==> src/rtl/sm_divide_unit.sv <==
// Sign-magnitude restoring divider: Z (M-bit) / B (N-bit) -> Q, R (N-bit each).
// One quotient bit per cycle, valid/ready handshakes on both sides.
// Truncating semantics: sign(Q) = sZ^sB, sign(R) = sZ, and a zero magnitude never carries a sign.
module sm_divide_unit #(
  parameter int N = 8,
  parameter int M = 2 * N
) (
  input  logic         clk,
  input  logic         reset,
  input  logic         in_valid,
  output logic         in_ready,
  input  logic [M-1:0] Z,
  input  logic [N-1:0] B,
  output logic         out_valid,
  input  logic         out_ready,
  output logic [N-1:0] Q,
  output logic [N-1:0] R,
  output logic         div_by_zero,
  output logic         overflow
);

  localparam int CW = (N > 2) ? $clog2(N) : 1;

  typedef enum logic [1:0] {IDLE, DIV, DONE} state_t;

  state_t        state;
  logic [N-2:0]  bm;      // |B|
  logic [N-2:0]  z_lo;    // low dividend bits, consumed MSB first
  logic [N-2:0]  p;       // partial remainder, always < |B|
  logic [N-2:0]  qm;      // quotient magnitude being built
  logic [CW-1:0] cnt;     // index of the next dividend bit
  logic          sz, sb;

  logic [M-2:0]  zm;
  logic [N-2:0]  bin;
  logic [N-1:0]  p_sh;
  logic          q_bit;
  logic [N-2:0]  p_nx;
  logic [N-1:0]  qw;
  logic [N-2:0]  qm_nx;

  assign zm       = Z[M-2:0];
  assign bin      = B[N-2:0];
  assign in_ready = (state == IDLE);

  // One restoring step: bring in the next dividend bit, subtract |B| if it fits.
  // The shifted value is N bits wide so the compare never loses a carry.
  always_comb begin
    p_sh  = {p, z_lo[cnt]};
    q_bit = (p_sh >= {1'b0, bm});
    p_nx  = q_bit ? (N-1)'(p_sh - {1'b0, bm}) : p_sh[N-2:0];
    qw    = {qm, q_bit};
    qm_nx = qw[N-2:0];
  end

  // Control FSM with registered result outputs.
  always_ff @(posedge clk) begin
    if (reset) begin
      state       <= IDLE;
      bm          <= '0;
      z_lo        <= '0;
      p           <= '0;
      qm          <= '0;
      cnt         <= '0;
      sz          <= 1'b0;
      sb          <= 1'b0;
      out_valid   <= 1'b0;
      Q           <= '0;
      R           <= '0;
      div_by_zero <= 1'b0;
      overflow    <= 1'b0;
    end else begin
      case (state)
        IDLE: begin
          if (in_valid) begin
            sz   <= Z[M-1];
            sb   <= B[N-1];
            bm   <= bin;
            z_lo <= zm[N-2:0];
            // Upper dividend half is the starting remainder; it is < |B| whenever we divide.
            p    <= (N-1)'(zm[M-2:N-1]);
            qm   <= '0;
            cnt  <= CW'(N - 2);
            if (bin == '0) begin
              state       <= DONE;
              out_valid   <= 1'b1;
              div_by_zero <= 1'b1;
              Q           <= '0;
              R           <= '0;
            end else if (M'(zm[M-2:N-1]) >= M'(bin)) begin
              state     <= DONE;
              out_valid <= 1'b1;
              overflow  <= 1'b1;
              Q         <= '0;
              R         <= '0;
            end else begin
              state <= DIV;
            end
          end
        end
        DIV: begin
          p   <= p_nx;
          qm  <= qm_nx;
          cnt <= cnt - 1'b1;
          if (cnt == '0) begin
            state     <= DONE;
            out_valid <= 1'b1;
            Q         <= {(sz ^ sb) & (|qm_nx), qm_nx};
            R         <= {sz & (|p_nx), p_nx};
          end
        end
        DONE: begin
          if (out_ready) begin
            state       <= IDLE;
            out_valid   <= 1'b0;
            div_by_zero <= 1'b0;
            overflow    <= 1'b0;
          end
        end
        default: state <= IDLE;
      endcase
    end
  end

endmodule

==> config.mk <==
export PLATFORM = sky130hd
export DESIGN_NAME = sm_divide_unit
export DESIGN_NICKNAME = d
export VERILOG_FILES = /design/src/rtl/sm_divide_unit.sv
export SDC_FILE = /design/constraint.sdc
export NUM_CORES = 1
export LEC_CHECK = 0
export CELL_PAD_IN_SITES_DETAIL_PLACEMENT = 0
export CELL_PAD_IN_SITES_GLOBAL_PLACEMENT = 2
export CORE_ASPECT_RATIO = 0.7
export CORE_MARGIN = 2
export CORE_UTILIZATION = 31
export DETAILED_ROUTE_END_ITERATION = 6
export MAX_ROUTING_LAYER = met4
export PLACE_DENSITY = 0.89
export SETUP_SLACK_MARGIN = 0.02
export SYNTH_ARGS = -nofsm -noshare
export SYNTH_HDL_FRONTEND = slang
export SYNTH_SLANG_ARGS = --single-unit
==> constraint.sdc <==
create_clock -name clk -period 3.41 [get_ports clk]
set_clock_uncertainty 0.05 [all_clocks]
set_input_delay 0.682 -clock clk [delete_from_list [all_inputs] [get_ports clk]]
set_output_delay 0.682 -clock clk [all_outputs]
set_load 0.05 [all_outputs]
==> impl_metrics.toml <==
[hold_path]
min_to = "out_valid$_SDFFE_PP0P_"
hold_class = "flip-flop to flip-flop"
worstHoldStart = "out_valid$_SDFFE_PP0P_"
min_delay_path_depth = 2

[critical_path]
path_cells = "mux4_2 -> mux2i_4 -> ha_1 -> inv_1 -> fa_2 -> nand3_2 -> a2111oi_0 -> a311oi_1 -> or3b_1 -> a221oi_2 -> o41ai_2"
path_max_fanout = 3
slowest_stage = "mux4_2"
startpoint_type = "flip-flop"
crit_arrival_ns = 3.29
critPathKind = "flip-flop to flip-flop"
r2r_start = "cnt[0]$_SDFFE_PP0P_"
cpPeakStageDelay_ns = 0.54
worstRegToRegCells = 11
r2r-end = "R[7]$_SDFFE_PP0P_"
crit_required_ns = 3.54
cp-end-kind = "flip-flop"
timing.reg2reg.setup_slack_ns = 0.25

[grt]
grt_pass1_vias = 2394
grt_pass1_wl_um = 12700
grt-ovfl-total = 0
grt_antenna_before_repair = 0
grt_max_degree = 42
grt_usage = 0.165

[power_and_ir_drop]
swShare = 0.343
power_mw = 1.77
intPower_mw = 1.16
clkPwrFrac = 0.289
power_per_cell_area_mw_per_mm2 = 497
max-vdd-ir-drop_uv = 248
combPwrFrac = 0.321
share_seq_of_total_power = 0.389
p_leak_nw = 1.32
power.switching_mw = 0.608

[detailed_routing]
detail-route-antenna-nets = 0
first_pass_iters = 4
vias = 2583
route.detailed.drc = 0
wirelength_um = 7810
avgRoutedWirePerCell_um = 15.2
drt_iter0_drc = 205
vias_per_cell = 5.02

[sta]
relSlewSlack = 0.442
tns_ns = 0
max_freq_ghz = 0.316
fin_crit_ns = 3.16
setup_violations = 0
period_share = 0.927
hold_slack_ns = 0.402
slew_viol_final = 0
finalHoldViolCount = 0
worstMarginPinSlew_ns = 0.833
rsz0062_at_grt = "false"

[die]
core_area_mm2 = 0.00862
rows = 28
start_util = 0.325
die_h_um = 83.5
die-width_um = 118
io_pins = 48
die_area_mm2 = 0.00982

[yosys]
syn_area_per_cell_um2 = 7.96
syn-cell-area_mm2 = 0.00280
synth-main-ff-cell = "dfxtp_1"
ys_types = 49
async_flop_share = 0
ys_seq_area_frac = 0.379
syn-num-nets = 397
synth_edf_count = 0
yosys_warnings = 0
synth_cells = 352
yosys_register_bits = 53

[layout]
postLayoutCoreUtil = 0.414
layout.cells.non_filler = 515
drive_gt1_frac = 0.0835
final_cell_mix = "nand2_1 (66), dfxtp_1 (53), clkdlybuf4s50_1 (46), a21oi_1 (44), nor2_1 (26)"
layout_commonest_cell = "nand2_1"
antenna_cells = 0
nNetsFinal = 439
syn2layout_area_growth_pct = 27.3

[placement]
io_buffers = 47
place_congestion = 0.875
placed_cells_incl_taps = 507
hpwlAfterDp_um = 5840

[clock_network]
post_cts.repair.setup_buffers = 0
clk_latency_ns = 0.29
clk_pin_slew_ns = 0.07
cts_made_buffers = 5
cts_tree = "yes"
h-tree-depth = 2
cts_root_buf = "clkbuf_16"
cts_buffer_depth = 2
hold_buffers = 0
cts_resized = 0
clkSinkCount = 53

[flow_run]
cap_violations = 0

[outcome]
status = "complete, no violations"
[worst max-delay path: cells and delay by family, from the launching register on]
family	cells	cell delay (ns)
compound gates	4	0.80
fa+ha+maj	2	0.56
buf+inv	1	0.05
flops	1	0.36
mux	2	0.75
simple gates	2	0.48
[synthesized netlist by cell type, types with 2 or more instances]
cell	number	area share
a211oi_1	2	0.0054
a21o_1	2	0.0054
a21oi_1	44	0.079
a22oi_1	11	0.029
a311oi_1	2	0.0063
a31oi_1	4	0.0089
and2_1	3	0.0067
buf_2	5	0.0089
clkbuf_1	14	0.019
dfxtp_1	53	0.38
ha_1	16	0.071
inv_1	20	0.027
mux2_2	4	0.016
mux2i_1	3	0.011
nand2_1	66	0.088
nand2b_1	6	0.013
nand3_1	20	0.036
nand3b_1	4	0.011
nand4_1	2	0.0045
nor2_1	26	0.035
nor2b_1	2	0.0045
nor3_1	3	0.0054
nor4_1	3	0.0067
o2111ai_1	2	0.0063
o21ai_0	7	0.013
or3_1	2	0.0045
or3b_2	2	0.0063
xnor2_1	2	0.0063
xor2_1	2	0.0063
[layout make-up]
class	count	area, um2
clock inverter	3	21.3
fill	926	5050
sequential	53	1060
multi-input combinational	259	1600
clock buffer	5	125
tap	120	150
inverter	20	75.1
timing repair buffer	55	538
[metal layers]
| layer | routed length, um | part of all wire | track usage |
|---|---|---|---|
| met1 | 4120 | 0.53 | 0.241 |
| met2 | 3250 | 0.42 | 0.235 |
| met5 | 0 | 0 | - |
| met3 | 391 | 0.050 | 0.0348 |
| met4 | 48 | 0.0061 | 0.0296 |
[through the flow]
| step | area [um2] | worst slack [ns] |
|---|---|---|
| 5_1_grt | 3570 | 0.0718 |
| 3_5_place_dp | 3400 | 0.120 |
| 3_3_place_gp | 3400 | 0.225 |
| 4_1_cts | 3550 | 0.100 |
| 2_1_floorplan | 2800 | 0.368 |
| 6_report | 3570 | 0.250 |
[power groups by stage]
| stage | clock network (mW) | logic (mW) | registers [mW] |
|---|---|---|---|
| finish | 0.513 | 0.569 | 0.690 |
| global route | 0.549 | 0.630 | 0.694 |
| CTS | 0.524 | 0.560 | 0.688 |
| detailed placement | 0 | 0.557 | 0.703 |
| global placement | 0 | 0.560 | 0.701 |
| floorplan | 0 | 0.379 | 0.709 |
[worst max path at each step]
stage,from,endpoint,slack (ns),cells after the start
after floorplan,cnt[0]$_SDFFE_PP0P_,R[7]$_SDFFE_PP0P_,0.37,11
after global placement,cnt[0]$_SDFFE_PP0P_,R[7]$_SDFFE_PP0P_,0.23,11
after detailed placement,cnt[0]$_SDFFE_PP0P_,R[7]$_SDFFE_PP0P_,0.12,11
after CTS,cnt[0]$_SDFFE_PP0P_,R[7]$_SDFFE_PP0P_,0.10,11
after global routing,cnt[0]$_SDFFE_PP0P_,R[7]$_SDFFE_PP0P_,0.07,11
final,cnt[0]$_SDFFE_PP0P_,R[7]$_SDFFE_PP0P_,0.25,11
[registers in the layout, indices dropped and copies added, names as in the netlist]
| signal | flops |
|---|---|
| Q | 8 |
| R | 8 |
| bm | 7 |
| cnt | 3 |
| div_by_zero | 1 |
| out_valid | 1 |
| overflow | 1 |
| p | 7 |
| qm | 6 |
| sb | 1 |
| state | 2 |
| sz | 1 |
| z_lo | 7 |
[logic make-up (layout without fill, tap and decap cells)]
kind of cell,Yosys count,after routing,share of synthesized area
AND/OR/NAND/NOR,145,145,0.243
buffers and inverters,40,83,0.0585
XOR/XNOR,4,4,0.0125
adder cells (fa/ha/maj),17,17,0.0786
AO/OA/AOI/OAI,85,85,0.194
flip-flops,53,53,0.379
multiplexers,8,8,0.0349
(Power assumes the default switching activity.)
